--- src/rtl/if_pkg.sv ---
// rtl/if_pkg.sv - shared fetch-side constants and the {instn, pc} entry layout
package if_pkg;
  localparam int              XLEN      = 32;
  localparam logic [XLEN-1:0] RESET_PC  = 32'h0000_0000;
  localparam logic [XLEN-1:0] PC_STEP   = 32'd4;
  localparam int              BUF_DEPTH = 2;

  typedef struct packed {
    logic [XLEN-1:0] instn;
    logic [XLEN-1:0] pc;
  } fetch_entry_t;

  function automatic logic [XLEN-1:0] align_pc(input logic [XLEN-1:0] addr);
    return {addr[XLEN-1:2], 2'b00};
  endfunction
endpackage

--- src/rtl/if_fetch_buf.sv ---
// rtl/if_fetch_buf.sv - 2-entry fetch FIFO with flush; head is served straight from a register
module if_fetch_buf
  import if_pkg::*;
(
  input  logic         clk,
  input  logic         reset,
  input  logic         push,
  input  fetch_entry_t push_entry,
  input  logic         pop,
  input  logic         flush,
  output logic [1:0]   count,
  output logic         head_valid,
  output fetch_entry_t head
);
  fetch_entry_t ent1;

  // Upstream credit accounting guarantees no push lands on a full buffer without a pop.
  always_ff @(posedge clk or posedge reset) begin
    if (reset) begin
      count <= 2'd0;
      head  <= '0;
      ent1  <= '0;
    end else if (flush) begin
      count <= 2'd0;
    end else begin
      case ({push, pop})
        2'b11: begin
          if (count == 2'd2) begin
            head <= ent1;
            ent1 <= push_entry;
          end else begin
            head <= push_entry;
          end
        end
        2'b01: begin
          head  <= ent1;
          count <= count - 2'd1;
        end
        2'b10: begin
          if (count == 2'd0) begin
            head  <= push_entry;
            count <= 2'd1;
          end else if (count == 2'd1) begin
            ent1  <= push_entry;
            count <= 2'd2;
          end
        end
        default: ;
      endcase
    end
  end

  assign head_valid = (count != 2'd0);
endmodule

--- src/rtl/if_fetch_ctrl.sv ---
// rtl/if_fetch_ctrl.sv - PC owner: issues fetches under a 2-slot credit rule, tracks the in-flight word, handles redirects
module if_fetch_ctrl
  import if_pkg::*;
(
  input  logic            clk,
  input  logic            reset,
  output logic [XLEN-1:0] pc,
  output logic            pc_req,
  input  logic [XLEN-1:0] inp_instn,
  input  logic            branch_taken,
  input  logic [XLEN-1:0] branch_target,
  input  logic            id_ready,
  output logic            id_valid,
  output logic [XLEN-1:0] id_instn,
  output logic [XLEN-1:0] id_pc,
  output logic [XLEN-1:0] id_nextpc,
  output logic [31:0]     fetch_count
);
  logic [XLEN-1:0] pc_reg;
  logic [XLEN-1:0] inflight_pc;
  logic            inflight_v;
  logic [1:0]      buf_count;
  logic            pop;
  logic            push;
  logic [2:0]      slots_used;
  fetch_entry_t    head;
  fetch_entry_t    push_entry;

  assign pop        = id_valid & id_ready & ~branch_taken;
  assign push       = inflight_v & ~branch_taken;
  // Slots committed after this edge: buffered + returning word - leaving head.
  assign slots_used = {1'b0, buf_count} + {2'b00, inflight_v} - {2'b00, pop};
  assign pc_req     = ~reset & ~branch_taken & (slots_used <= 3'd1);
  assign pc         = pc_reg;

  assign push_entry = '{instn: inp_instn, pc: inflight_pc};
  assign id_instn   = head.instn;
  assign id_pc      = head.pc;
  assign id_nextpc  = head.pc + PC_STEP;

  always_ff @(posedge clk or posedge reset) begin
    if (reset) begin
      pc_reg      <= RESET_PC;
      inflight_v  <= 1'b0;
      inflight_pc <= '0;
    end else if (branch_taken) begin
      pc_reg     <= align_pc(branch_target);
      inflight_v <= 1'b0;
    end else begin
      inflight_v <= pc_req;
      if (pc_req) begin
        inflight_pc <= pc_reg;
        pc_reg      <= pc_reg + PC_STEP;
      end
    end
  end

  always_ff @(posedge clk or posedge reset) begin
    if (reset) begin
      fetch_count <= 32'd0;
    end else if (pop) begin
      fetch_count <= fetch_count + 32'd1;
    end
  end

  if_fetch_buf u_buf (
    .clk        (clk),
    .reset      (reset),
    .push       (push),
    .push_entry (push_entry),
    .pop        (pop),
    .flush      (branch_taken),
    .count      (buf_count),
    .head_valid (id_valid),
    .head       (head)
  );
endmodule
--- config.mk ---
export PLATFORM = sky130hd
export DESIGN_NAME = if_fetch_ctrl
export DESIGN_NICKNAME = d
export VERILOG_FILES = /design/src/rtl/if_pkg.sv /design/src/rtl/if_fetch_buf.sv /design/src/rtl/if_fetch_ctrl.sv
export SDC_FILE = /design/constraint.sdc
export NUM_CORES = 1
export LEC_CHECK = 0
export BUFFER_PORTS_ARGS = -buffer_cell sky130_fd_sc_hd__buf_4
export CORE_UTILIZATION = 55
export CTS_BUF_LIST = sky130_fd_sc_hd__clkbuf_8
export DETAILED_ROUTE_END_ITERATION = 12
export PLACE_DENSITY = 0.9
export SETUP_SLACK_MARGIN = 0.3
export SLEW_MARGIN = 20
export SYNTH_ARGS = -nofsm -noshare
export SYNTH_HDL_FRONTEND = slang
export SYNTH_SLANG_ARGS = --single-unit
--- constraint.sdc ---
create_clock -name clk -period 18.73 [get_ports clk]
set_input_delay 4.6825 -clock clk [delete_from_list [all_inputs] [get_ports clk]]
set_output_delay 4.6825 -clock clk [all_outputs]
set_load 0.05 [all_outputs]
Word level (Yosys, flattened, before mapping)
Cells that the tools add are included.
{"block": "word_totals", "input_bits": 68, "output_inout_bits": 162, "word_cells": 57, "regBits": 227}
{"block": "classes", "n_eq_ne": 10, "muxes": 14, "order_cmp": 1, "reduce_logical": 10, "bitwise_logic": 7, "add_sub_neg": 6}
{"operator": "64-bit 2-to-1 mux", "n": 5}
{"operator": "64-bit case mux with 3 select lines", "n": 1}
{"operator": "64-bit case mux with 2 select lines", "n": 1}
{"operator": "32-bit by 3-bit adder with 32-bit output (second input constant)", "n": 2}
{"operator": "32-bit 2-to-1 mux", "n": 2}
{"operator": "32-bit by 1-bit adder with 32-bit output (second input constant)", "n": 1}
{"operator": "2-bit == test (second input constant)", "n": 3}
{"operator": "2-bit 2-to-1 mux", "n": 3}
{"operator": "2-bit by 1-bit != test with 1-bit output (second input constant)", "n": 3}
{"operator": "2-bit nonzero test", "n": 3}
{"operator": "3-bit nonzero test", "n": 2}
{"operator": "1-bit bitwise AND", "n": 5}
{"operator": "5-bit AND reduction", "n": 1}
{"operator": "2-bit by 1-bit == test with 1-bit output (second input constant)", "n": 2}
{"operator": "4-bit by 2-bit != test with 1-bit output (second input constant)", "n": 1}
{"operator": "2-bit case mux with 2 select lines", "n": 1}
{"operator": "2-bit AND reduction", "n": 2}
{"operator": "2-bit by 1-bit adder with 3-bit output", "n": 1}
{"operator": "3-bit by 1-bit <= comparator with 1-bit output (second input constant)", "n": 1}
{"operator": "3-bit AND reduction", "n": 1}
{"operator": "3-bit by 1-bit subtractor with 3-bit output", "n": 1}
{"operator": "2-bit zero test", "n": 1}
{"operator": "2-bit != test (second input constant)", "n": 1}
{"operator": "1-bit inverter", "n": 2}
{"operator": "2 further kinds", "n": 2}

Logic depth before layout (Yosys ltp)
Gate-level depths: netlist (run 1).
{"block": "logic_depth", "ltp_word": 8, "mapped_depth": 14, "depth_no_buf": 14}

Hierarchy
A second synthesis (run 1) with hierarchy kept.
{"block": "unflattened", "cells_unflattened": 1000, "hier_area_um2": 11237.0}
{"module": "if_fetch_buf", "cells_each": 437, "area_each_um2": 6219.7, "n_inst": 1}
{"module": "if_fetch_ctrl", "cells_each": 563, "area_each_um2": 5017.3, "n_inst": 1}

Least setup slack after synthesis (run 1)
Ideal clock, no wire load.
{"block": "synth_timing", "path_type": "input to output", "start": "input port branch_taken", "end": "output port pc_req", "arrival_time_ps": 7336, "required_time_ps": 14047, "slack_ps": 6711, "n_path_buf": 1, "stages": 10, "cell_sequence": "clkbuf_1 > nor2_1 > ha_1 > inv_1 > ha_1 > inv_1 > fa_1 > nor2b_1 > nand2_1 > nor2_1"}
{"block": "synth_via", "elab_chain_cells": 5, "elab_cells_between_ends": 6}
{"item": "start, declared", "line_no": "if_fetch_ctrl.sv:10", "rtl": "input logic branch_taken,"}
{"item": "1-bit inverter (no line)"}
{"item": "1-bit bitwise AND", "line_no": "if_fetch_ctrl.sv:29", "rtl": "assign pop = id_valid & id_ready & ~branch_taken;"}
{"item": "net pop", "line_no": "if_fetch_ctrl.sv:23", "rtl": "logic pop;"}
{"item": "3-bit by 1-bit subtractor with 3-bit output", "line_no": "if_fetch_ctrl.sv:32", "rtl": "assign slots_used = {1'b0, buf_count} + {2'b00, inflight_v} - {2'b00, pop};"}
{"item": "3-bit by 1-bit <= comparator with 1-bit output", "line_no": "if_fetch_ctrl.sv:33", "rtl": "assign pc_req = ~reset & ~branch_taken & (slots_used <= 3'd1);"}
{"item": "1-bit bitwise AND", "line_no": "if_fetch_ctrl.sv:33"}
{"item": "end, declared", "line_no": "if_fetch_ctrl.sv:8", "rtl": "output logic pc_req,"}
The timed path passes the listed nets, and every way through them passes these cells.

Final worst setup path (run 1)
Ends and elaborated chain as after synthesis.

==> reports/metrics.yaml, run 1 <==
run_status:
  outcome: "finished, violations left"
  violations: "design-rule violations"
global_routing:
  antenna_found_initial: 0
  grt_remaining_overflow: 0
  grt_pass1_wl_um: 41400
  grt_pass1_vias: 8020
  grt_max_degree: 139
  grt.total_usage_pct: 26.7
layout:
  layout-drive-gt1-share_pct: 33.5
  area_growth_pct: 25.0
  mostFrequentLayoutCells: "buf_4 (233), dfrtp_1 (220), nor2_1 (121), mux2_2 (93), xnor2_1 (68)"
  nNetsFinal: 1236
  reg_top3: "u_buf.head x63, u_buf.ent1 x62, fetch_count x32"
  fill_cells: 1317
  insertedDiodeCount: 0
  largest_register_ffs: 63
  layout_commonest_cell: "buf_4"
  regMostFlops: "u_buf.head"
setup_path:
  reg2reg_slack_ns: 14.47
  required_ns: 14.05
  reg2reg_from: "u_buf.count[1]$_DFFE_PP0P_"
  worst_r2r_path_depth: 14
  cp_slowest_stage_delay_ns: 0.52
  critPathCaptureType: "output port"
  path_class: "input pin to output port"
  path_max_fanout: 67
  crit_slowest_cell: "fa_1"
  cp_data_arrival_time_ns: 7.61
  rr_endpoint: "inflight_pc[6]$_DFFE_PP0P_"
  startpoint_type: "input pin"
  crit_chain: "buf_4 -> nor2_1 -> ha_1 -> inv_1 -> ha_1 -> inv_1 -> fa_1 -> nor2b_1 -> nand2_1 -> nor2_1 -> buf_4"
timing:
  finalSetupViolCount: 0
  rsz0062_at_grt: "false"
  fin_skew_ns: 0.0155
  slew-limit-headroom_pct: 32.9
  drv_slew: 0
  hold_viol_final: 0
  finalCritPeriodShare_pct: 65.6
  fin_setup_tns_ns: 0
  hold_ws_ns: 0.481
  fmax_mhz: 81.4
  post-route-min-period_ns: 12.29
  tightest_slew_ns: 1.01
placement:
  dp_hpwl_um: 17500
  port_buffers: 225
  gp_congestion: 0.853
yosys:
  syn_area_um2: 10400
  synth-edff-count: 0
  ys.flop_type: "dfrtp_1"
  synthDistinctLibCells: 40
  yosysWarnings: 0
  async_flop_share_pct: 100
  avgSynthCellArea_um2: 11.1
  syn_inst: 939
  synth_seq_cells: 220
  ys_seq_area_share_pct: 52.7
die:
  io_pins: 230
  start_util_pct: 56.0
  die-area_um2: 19500
  die_h_um: 140
  core_um2: 18600
  die-width_um: 140
  rows: 50
worst_hold_path:
  hold_start: "u_buf.head[62]$_DFFE_PP0P_"
  hold_path.class: "flop to flop"
  hold_end: "u_buf.head[62]$_DFFE_PP0P_"
  min_path_cells: 1
pwr:
  combPwrFrac_pct: 41.7
  p_int_mw: 1.15
  ir_drop_mv: 0.0804
  p_clk_share_pct: 20.7
  p_sw_share_pct: 44.1
  seqPwrFrac_pct: 37.6
  p_sw_uw: 908
  leakagePower_nw: 5.96
  power_density_nw_per_um2: 158
routing:
  vias_per_cell: 5.80
  routed_wl_um: 25900
  drtPass1Iterations: 11
  drtAntennaViolNets: 0
  drtIter0Drc: 456
  drc: 2
  wl_per_cell_um: 18.3
  vias: 8213
clock_tree:
  clock-sinks: 220
  post_cts_buffers: 0
  clk_pin_slew_ns: 0.06
  cts_hold_buffers: 0
  clock_latency_ns: 0.52
  h-tree-depth: 2
  cts_tree: "built"
  clock_path_buffers: 3
  root_buffer: "clkbuf_8"
  numCtsBuffers: 37
  cts_resized: 0
flow_run:
  drv_cap: 0
## layout make-up
type	instances	area (um2)	area share [%]
sequential	220	5510	42.2
timing repair buffer	235	1790	13.7
inverter	17	71.3	0.546
multi-input combinational	645	4650	35.6
clock inverter	17	100	0.767
clock buffer	47	647	4.95
tap	234	293	2.24
## logic make-up (layout without fill, tap and decap cells)
kind of cell / count (synthesis) / after routing / share of synthesized area [%]
other cells: 1 / 2 / 0.0359
simple gates: 304 / 304 / 14.2
compound gates: 124 / 124 / 8.84
mux: 114 / 114 / 12.1
xor+xnor: 89 / 89 / 7.54
buf+inv: 75 / 316 / 3.04
flops: 220 / 220 / 52.7
fa+ha+maj: 12 / 12 / 1.51
## Yosys cell counts (6+ instances only)
| cell type | count | share of area (%) |
|---|---|---|
| nor3_1 | 11 | 0.53 |
| a21o_1 | 13 | 0.93 |
| nand4_1 | 25 | 1.5 |
| a211oi_1 | 14 | 1.0 |
| dfrtp_1 | 220 | 53 |
| nand2b_1 | 6 | 0.36 |
| ha_1 | 11 | 1.3 |
| inv_1 | 17 | 0.61 |
| mux2i_1 | 17 | 1.6 |
| and4_1 | 12 | 1.0 |
| a221oi_1 | 62 | 5.2 |
| o21ai_0 | 21 | 1.0 |
| o21ai_1 | 8 | 0.38 |
| nor4_1 | 6 | 0.36 |
| buf_1 | 7 | 0.25 |
| clkbuf_1 | 32 | 1.2 |
| buf_2 | 14 | 0.67 |
| nand3_1 | 26 | 1.2 |
| xor2_1 | 20 | 1.7 |
| nand2_1 | 60 | 2.2 |
| mux2_2 | 93 | 10 |
| xnor2_1 | 68 | 5.7 |
| nor2_1 | 122 | 4.4 |
| and3_1 | 17 | 1.0 |
## critical path, delay by kind of cell
kind	cells	cell delay, ns
buffers and inverters	4	0.79
and+or+nand+nor	4	1.13
adders and majority gates	3	0.99
## worst max-delay path by stage
| stage | endpoint | slack, ns | depth (start not counted) | start |
|---|---|---|---|---|
| 2_1_floorplan | pc_req | 6.71 | 10 | branch_taken |
| 3_3_place_gp | pc_req | 6.54 | 11 | branch_taken |
| 3_5_place_dp | pc_req | 6.48 | 11 | branch_taken |
| 4_1_cts | pc_req | 6.44 | 11 | branch_taken |
| 5_1_grt | pc_req | 6.20 | 11 | branch_taken |
| 6_report | pc_req | 6.44 | 11 | branch_taken |
## through the flow
step,std cells,cell area [um2],power [mW],worst slack (ns),utilization (%)
3_3_place_gp,1350,12300,1.60,6.54,65.9
3_5_place_dp,1350,12300,1.63,6.48,65.9
5_1_grt,1415,13100,2.15,6.20,70.0
6_report,1415,13100,2.06,6.44,70.0
4_1_cts,1414,13000,2.06,6.44,69.9
2_1_floorplan,940,10400,1.35,6.71,-
## routing by layer
| layer | GRT usage (%) | vias to the layer above | wire (um) |
|---|---|---|---|
| li1 | - | 3784 | - |
| met1 | 35.8 | 4051 | 11200 |
| met2 | 43.4 | 320 | 12500 |
| met3 | 4.44 | 58 | 1620 |
| met4 | 10.7 | 0 | 705 |
| met5 | 0 | - | 0 |
## power groups by stage
stage	Combinational (mW)	Sequential, mW	Clock, mW
2_1_floorplan	0.351	0.997	0
3_3_place_gp	0.842	0.762	0
3_5_place_dp	0.859	0.775	0
4_1_cts	0.861	0.768	0.433
5_1_grt	0.899	0.794	0.455
6_report	0.859	0.773	0.427
Power figures use the tool's default switching activity.
==> inputs of run 2 (changes only) <==
--- a/config.mk
+++ b/config.mk
@@ -5,11 +5,12 @@
 export SDC_FILE = /design/constraint.sdc
 export NUM_CORES = 1
 export LEC_CHECK = 0
+export ABC_AREA = 1
 export BUFFER_PORTS_ARGS = -buffer_cell sky130_fd_sc_hd__buf_4
 export CORE_UTILIZATION = 55
 export CTS_BUF_LIST = sky130_fd_sc_hd__clkbuf_8
 export DETAILED_ROUTE_END_ITERATION = 12
-export PLACE_DENSITY = 0.9
+export PLACE_DENSITY = 0.88
 export SETUP_SLACK_MARGIN = 0.3
 export SLEW_MARGIN = 20
 export SYNTH_ARGS = -nofsm -noshare
==> constraint.sdc (replaced) <==
create_clock -name clk -period 11.47 [get_ports clk]
set_input_delay 2.8675 -clock clk [delete_from_list [all_inputs] [get_ports clk]]
set_output_delay 2.8675 -clock clk [all_outputs]
set_load 0.05 [all_outputs]
==> run 2 against run 1 <==
Compared with the run above:
- the flow now finishes without violations
- largest power group unchanged
- die area grew 24%
- non-clock buffer count unchanged
- final cell count up 65%
- sequential share of layout area shrank 6.6 points
- total power increased by 100%
- largest cell class is now multi-input combinational cells
- clock skew increased by 0.0086 ns
- flip-flop and latch count stayed put
- critical path depth increased by 4
- sequential power up 73%
==> reports/metrics.yaml, run 2 <==
die:
  die-width_um: 155
  die-area_um2: 24100
  rows: 55
  start_util_pct: 56.6
  io_pins: 230
  core_um2: 22800
  die_h_um: 155
layout:
  reg_top3: "u_buf.head x63, u_buf.ent1 x62, fetch_count x32"
  largest_register_ffs: 63
  layout_commonest_cell: "nand2_1"
  fill_cells: 1928
  layout-drive-gt1-share_pct: 16.8
  insertedDiodeCount: 0
  nNetsFinal: 2069
  mostFrequentLayoutCells: "nand2_1 (578), inv_1 (286), buf_4 (233), dfrtp_1 (220), nor2_1 (114)"
  area_growth_pct: 19.7
  regMostFlops: "u_buf.head"
clock_tree:
  h-tree-depth: 2
  cts_hold_buffers: 0
  numCtsBuffers: 39
  post_cts_buffers: 0
  root_buffer: "clkbuf_8"
  clk_pin_slew_ns: 0.05
  clock_path_buffers: 3
  clock_latency_ns: 0.53
  cts_resized: 0
  cts_tree: "built"
  clock-sinks: 220
setup_path:
  required_ns: 8.60
  cp_top_family: "buffers and inverters"
  startpoint: "branch_taken"
  path_class: "input pin to output port"
  startpoint_type: "input pin"
  cp_slowest_stage_delay_ns: 0.58
  rr_endpoint: "pc[22]$_DFFE_PP0P_"
  critPathBufInv: 8
  reg2reg_slack_ns: 6.58
  reg2reg_from: "u_buf.count[1]$_DFFE_PP0P_"
  crit_end: "pc_req"
  crit_chain: "buf_4 -> inv_2 -> nand3_2 -> inv_4 -> ha_1 -> inv_1 -> ha_1 -> inv_1 -> fa_1 -> nand2_1 -> nor2_1 -> nand2_2 -> buf_4 -> inv_1 -> buf_4"
  crit_cells: 15
  worst_r2r_path_depth: 17
  cp_data_arrival_time_ns: 6.05
  crit_slowest_cell: "buf_4"
  critPathCaptureType: "output port"
  path_max_fanout: 75
run_status:
  outcome: "finished, final reports clean"
yosys:
  avgSynthCellArea_um2: 7.19
  synth_top_cell_by_area: "dfrtp_1"
  synth-edff-count: 0
  yosysMostFrequentCell: "nand2_1"
  syn_area_um2: 12900
  async_flop_share_pct: 100
  synth_seq_cells: 220
  synthTopCellsByArea: "dfrtp_1 (43%), nand2_1 (17%), inv_1 (8.0%)"
  ys.flop_type: "dfrtp_1"
  ys_seq_area_share_pct: 42.6
  syn_inst: 1800
  yosys-top-cells-count: "nand2_1 (579), inv_1 (274), dfrtp_1 (220)"
  yosys.area.top_type_share_pct: 42.6
  synthDistinctLibCells: 39
  yosysWarnings: 0
routing:
  drtPass1Iterations: 5
  routed_wl_um: 34700
  drc: 0
  vias: 12500
  vias_per_cell: 5.39
  drtAntennaViolNets: 0
  drtIter0Drc: 912
  wl_per_cell_um: 14.9
timing:
  finalCritPeriodShare_pct: 77.7
  fmax_mhz: 112
  fin_setup_tns_ns: 0
  post-route-min-period_ns: 8.92
  fin_skew_ns: 0.0241
  slew-limit-headroom_pct: 32.6
  finalSetupViolCount: 0
  drv_slew: 0
  hold_ws_ns: 0.479
  hold_viol_final: 0
  rsz0062_at_grt: "false"
  tightest_slew_ns: 1.00
placement:
  port_buffers: 225
  gp_congestion: 0.915
  dp_hpwl_um: 23300
flow_run:
  drv_cap: 0
global_routing:
  grt_pass1_wl_um: 56800
  grt_remaining_overflow: 0
  grt.total_usage_pct: 28.9
  antenna_found_initial: 0
  grt_max_degree: 125
  grt_pass1_vias: 11700
pwr:
  power_density_nw_per_um2: 267
  leakagePower_nw: 7.66
  ir_drop_mv: 0.144
worst_hold_path:
  hold_path.class: "flop to flop"
run 2: cell count changes in the layout (fill, tap and decap cells not counted), moves of 15 or more:
cell      previous run  this run
inv_1               26       286
o21ai_0             21        92
nand3b_1             0        15
nand3_1             26        74
o22ai_1              0        63
mux2i_1             17         0
nand2_1             60       578
o211ai_1             0        67
and3_1              17         0
mux2_2              93         0
a221oi_1            62         0
xnor2_1             68        15
o21ai_1              8        53
run 2: layout make-up:
cell class / count / area, um2 / share of cell area (%)
Clock buffer: 51 / 702 / 4.53
Tap cell: 313 / 392 / 2.53
Inverter: 281 / 1060 / 6.86
Multi-Input combinational cell: 1212 / 5960 / 38.5
Sequential cell: 220 / 5510 / 35.5
Timing Repair Buffer: 235 / 1780 / 11.5
Clock inverter: 16 / 88.8 / 0.574
run 2: worst register-to-register path, stage by stage (launching register included):
cell	delay, ns
dfrtp_1	0.46
inv_1	0.12
ha_1	0.19
inv_1	0.16
nand3_2	0.35
inv_4	0.25
ha_1	0.26
inv_1	0.06
ha_1	0.13
inv_1	0.05
fa_1	0.42
nand2_1	0.08
nor2_1	0.06
nand2_2	0.07
buf_4	0.58
clkinv_1	1.03
nand4_1	0.40
nand3_1	0.11
run 2: metal layers:
metal	part of all wire, %	wire [um]	track usage, %
met5	0	0	0
met4	2.1	738	9.06
met3	7.7	2690	4.32
met2	47	16200	46.6
met1	44	15100	40.2
run 2: logic make-up (layout without fill, tap and decap cells):
family | after synthesis | after routing | share of synthesized area (%)
flops | 220 | 220 | 42.6
buf+inv | 369 | 583 | 11.6
other cells | 1 | 2 | 0.0290
fa+ha+maj | 12 | 12 | 1.22
compound gates | 305 | 305 | 14.2
xor+xnor | 47 | 47 | 3.18
simple gates | 846 | 846 | 27.1
run 2: per-stage QoR:
stage | utilization, % | total power [mW] | worst slack (ns) | cells | area, um2
global route | 67.8 | 4.39 | 2.28 | 2328 | 15500
detailed placement | 64.2 | 3.38 | 2.58 | 2260 | 14700
CTS | 67.7 | 4.13 | 2.55 | 2327 | 15500
floorplan | - | 2.78 | 1.60 | 1801 | 12900
finish | 67.8 | 4.13 | 2.55 | 2328 | 15500
global placement | 64.2 | 3.31 | 2.60 | 2260 | 14700
run 2: power by group:
part | switching (mW) | internal [mW]
logic | 1.43 | 0.625
clock network | 0.321 | 0.417
registers | 0.285 | 1.06
run 2: how the worst min path moves through the flow:
stage                                from                          to  slack [ns]  cells past startpoint
2_1_floorplan  u_buf.ent1[29]$_DFFE_PP0P_  u_buf.ent1[29]$_DFFE_PP0P_        0.45                      2
3_3_place_gp   u_buf.head[59]$_DFFE_PP0P_  u_buf.head[59]$_DFFE_PP0P_        0.46                      2
3_5_place_dp   u_buf.head[54]$_DFFE_PP0P_  u_buf.head[54]$_DFFE_PP0P_        0.47                      2
4_1_cts        u_buf.head[54]$_DFFE_PP0P_  u_buf.head[54]$_DFFE_PP0P_        0.48                      2
5_1_grt        u_buf.head[62]$_DFFE_PP0P_  u_buf.head[62]$_DFFE_PP0P_        0.50                      2
6_report       u_buf.head[54]$_DFFE_PP0P_  u_buf.head[54]$_DFFE_PP0P_        0.48                      2
==> inputs of run 3 (changes only) <==
==> constraint.sdc (replaced) <==
create_clock -name clk -period 8.41 [get_ports clk]
set_input_delay 2.1025 -clock clk [delete_from_list [all_inputs] [get_ports clk]]
set_output_delay 2.1025 -clock clk [all_outputs]
set_load 0.05 [all_outputs]
==> run 3 against run 2 <==
Compared with the run above:
- design area grew 0.23%
- hold slack lost 0.0013 ns
- non-clock buffer count is the same
- sequential share of layout area shrank 0.083 points
- highest routed layer unchanged
- register-to-register slack lost 3.1 ns
- core utilization grew 0.16 points
- clock skew grew 0.0014 ns
- global-route usage grew 0.79 points
- final cell count is essentially flat
- routed wire length grew 2.1%
- clock power grew 39%
- combinational power grew 37%
==> reports/metrics.yaml, run 3 (same netlist as run 2, synthesis figures left out) <==
worst_hold_path:
  hold_start: "u_buf.head[55]$_DFFE_PP0P_"
  hold_end: "u_buf.head[55]$_DFFE_PP0P_"
  hold_path.class: "flop to flop"
  min_path_cells: 2
timing:
  fin_setup_tns_ns: 0
  rsz0062_at_grt: "false"
  finalCritPeriodShare_pct: 81.1
  tightest_slew_ns: 0.959
  hold_viol_final: 0
  drv_slew: 0
  finalSetupViolCount: 0
  slew-limit-headroom_pct: 35.7
  post-route-min-period_ns: 6.82
  fmax_mhz: 147
  fin_skew_ns: 0.0255
setup_path:
  rr_endpoint: "pc[15]$_DFFE_PP0P_"
  critPathBufInv: 7
  cp_top_family: "buffers and inverters"
  crit_chain: "buf_4 -> inv_2 -> nand3_2 -> inv_4 -> ha_1 -> inv_1 -> ha_1 -> inv_1 -> fa_1 -> nand2_1 -> nor2_1 -> nand2_2 -> inv_4 -> buf_4"
  reg2reg_from: "u_buf.count[1]$_DFFE_PP0P_"
  worst_r2r_path_depth: 17
  critPathCaptureType: "output port"
  crit_cells: 14
  required_ns: 6.31
  crit_slowest_cell: "fa_1"
  reg2reg_slack_ns: 3.50
  startpoint_type: "input pin"
  path_max_fanout: 32
  cp_data_arrival_time_ns: 4.72
  path_class: "input pin to output port"
  cp_slowest_stage_delay_ns: 0.47
global_routing:
  antenna_found_initial: 0
  grt.total_usage_pct: 29.7
  grt_max_degree: 125
  grt_pass1_vias: 12000
  grt_remaining_overflow: 0
  grt_pass1_wl_um: 58500
clock_tree:
  numCtsBuffers: 39
  clock_path_buffers: 3
  clock_latency_ns: 0.55
  h-tree-depth: 2
  cts_resized: 0
  post_cts_buffers: 0
  root_buffer: "clkbuf_8"
  clock-sinks: 220
  cts_hold_buffers: 0
  cts_tree: "built"
  clk_pin_slew_ns: 0.05
layout:
  largest_register_ffs: 63
  design_area_um2: 15500
  nNetsFinal: 2069
  reg_top3: "u_buf.head x63, u_buf.ent1 x62, fetch_count x32"
  insertedDiodeCount: 0
  layout_commonest_cell: "nand2_1"
  multiInputGateArea_um2: 5960
  regMostFlops: "u_buf.head"
  area_growth_pct: 20.0
  mostFrequentLayoutCells: "nand2_1 (578), inv_1 (282), buf_4 (233), dfrtp_1 (220), nor2_1 (114)"
  fill_cells: 1990
  layout-drive-gt1-share_pct: 17.0
  seqCellArea_um2: 5510
pwr:
  power_density_nw_per_um2: 365
  ir_drop_mv: 0.225
  leakagePower_nw: 7.67
routing:
  drc: 0
  drtPass1Iterations: 5
  dr.max_layer_used: "met4"
  wirelength_met1_um: 15400
  wl_met2_um: 16900
  vias: 12600
  vias_per_cell: 5.40
  wl_per_cell_um: 15.2
  drtAntennaViolNets: 0
  drtIter0Drc: 975
  wl_met3_um: 2410
  routed_wl_um: 35400
placement:
  gp_congestion: 0.964
  port_buffers: 225
  dp_hpwl_um: 23700
  dpl_cell_area_um2: 14700
run_status:
  outcome: "finished, final reports clean"
die:
  start_util_pct: 56.6
  rows: 55
  core_um2: 22800
  die-width_um: 155
  die-area_um2: 24100
  io_pins: 230
  die_h_um: 155
flow_run:
  drv_cap: 0
## run 3: cell count changes in the layout (fill, tap and decap cells not counted)
cell,delta
inv_1,-4
inv_4,+1
clkbuf_8,+5
inv_8,+1
clkinv_2,-1
bufinv_16,-1
## run 3: layout make-up
type / count / area share, %
clock buffer: 56 / 4.96
clock inverter: 12 / 0.347
inverter: 281 / 6.86
multi-input combinational: 1212 / 38.4
sequential: 220 / 35.5
tap: 313 / 2.52
timing repair buffer: 235 / 11.5
## run 3: how the worst max path moves through the flow
stage                     slack [ns]          from     end
after floorplan                 0.32         reset  pc_req
after global placement          1.62  branch_taken  pc_req
after detailed placement        1.60  branch_taken  pc_req
after CTS                       1.59  branch_taken  pc_req
after global routing            1.42  branch_taken  pc_req
final                           1.59  branch_taken  pc_req
## run 3: metal layers
metal / vias to the layer above / track usage, %
met3: 64 / 3.90
li1: 6099 / -
met1: 5917 / 40.7
met4: 0 / 9.29
met5: - / 0
met2: 508 / 49.0
## run 3: tightest hold or removal path, delay by kind of cell, from the launching register on
family	cells	cell delay [ns]
flops	1	0.34
simple gates	2	0.10
## run 3: through the flow
| step | utilization, % | instances | total power [mW] | setup slack (ns) | hold slack, ns |
|---|---|---|---|---|---|
| 6_report | 68.0 | 2329 | 5.67 | 1.59 | 0.477 |
| 3_3_place_gp | 64.2 | 2260 | 4.52 | 1.62 | 0.463 |
| 3_5_place_dp | 64.2 | 2260 | 4.62 | 1.60 | 0.467 |
| 5_1_grt | 68.0 | 2329 | 6.02 | 1.42 | 0.493 |
| 2_1_floorplan | - | 1801 | 3.80 | 0.319 | 0.455 |
| 4_1_cts | 67.8 | 2328 | 5.67 | 1.59 | 0.481 |
## run 3: report_power, final
part           leakage, nW  internal (mW)  switching [mW]
clock                0.466          0.587           0.448
combinational         4.40          0.853            1.96
sequential            2.80           1.44           0.386
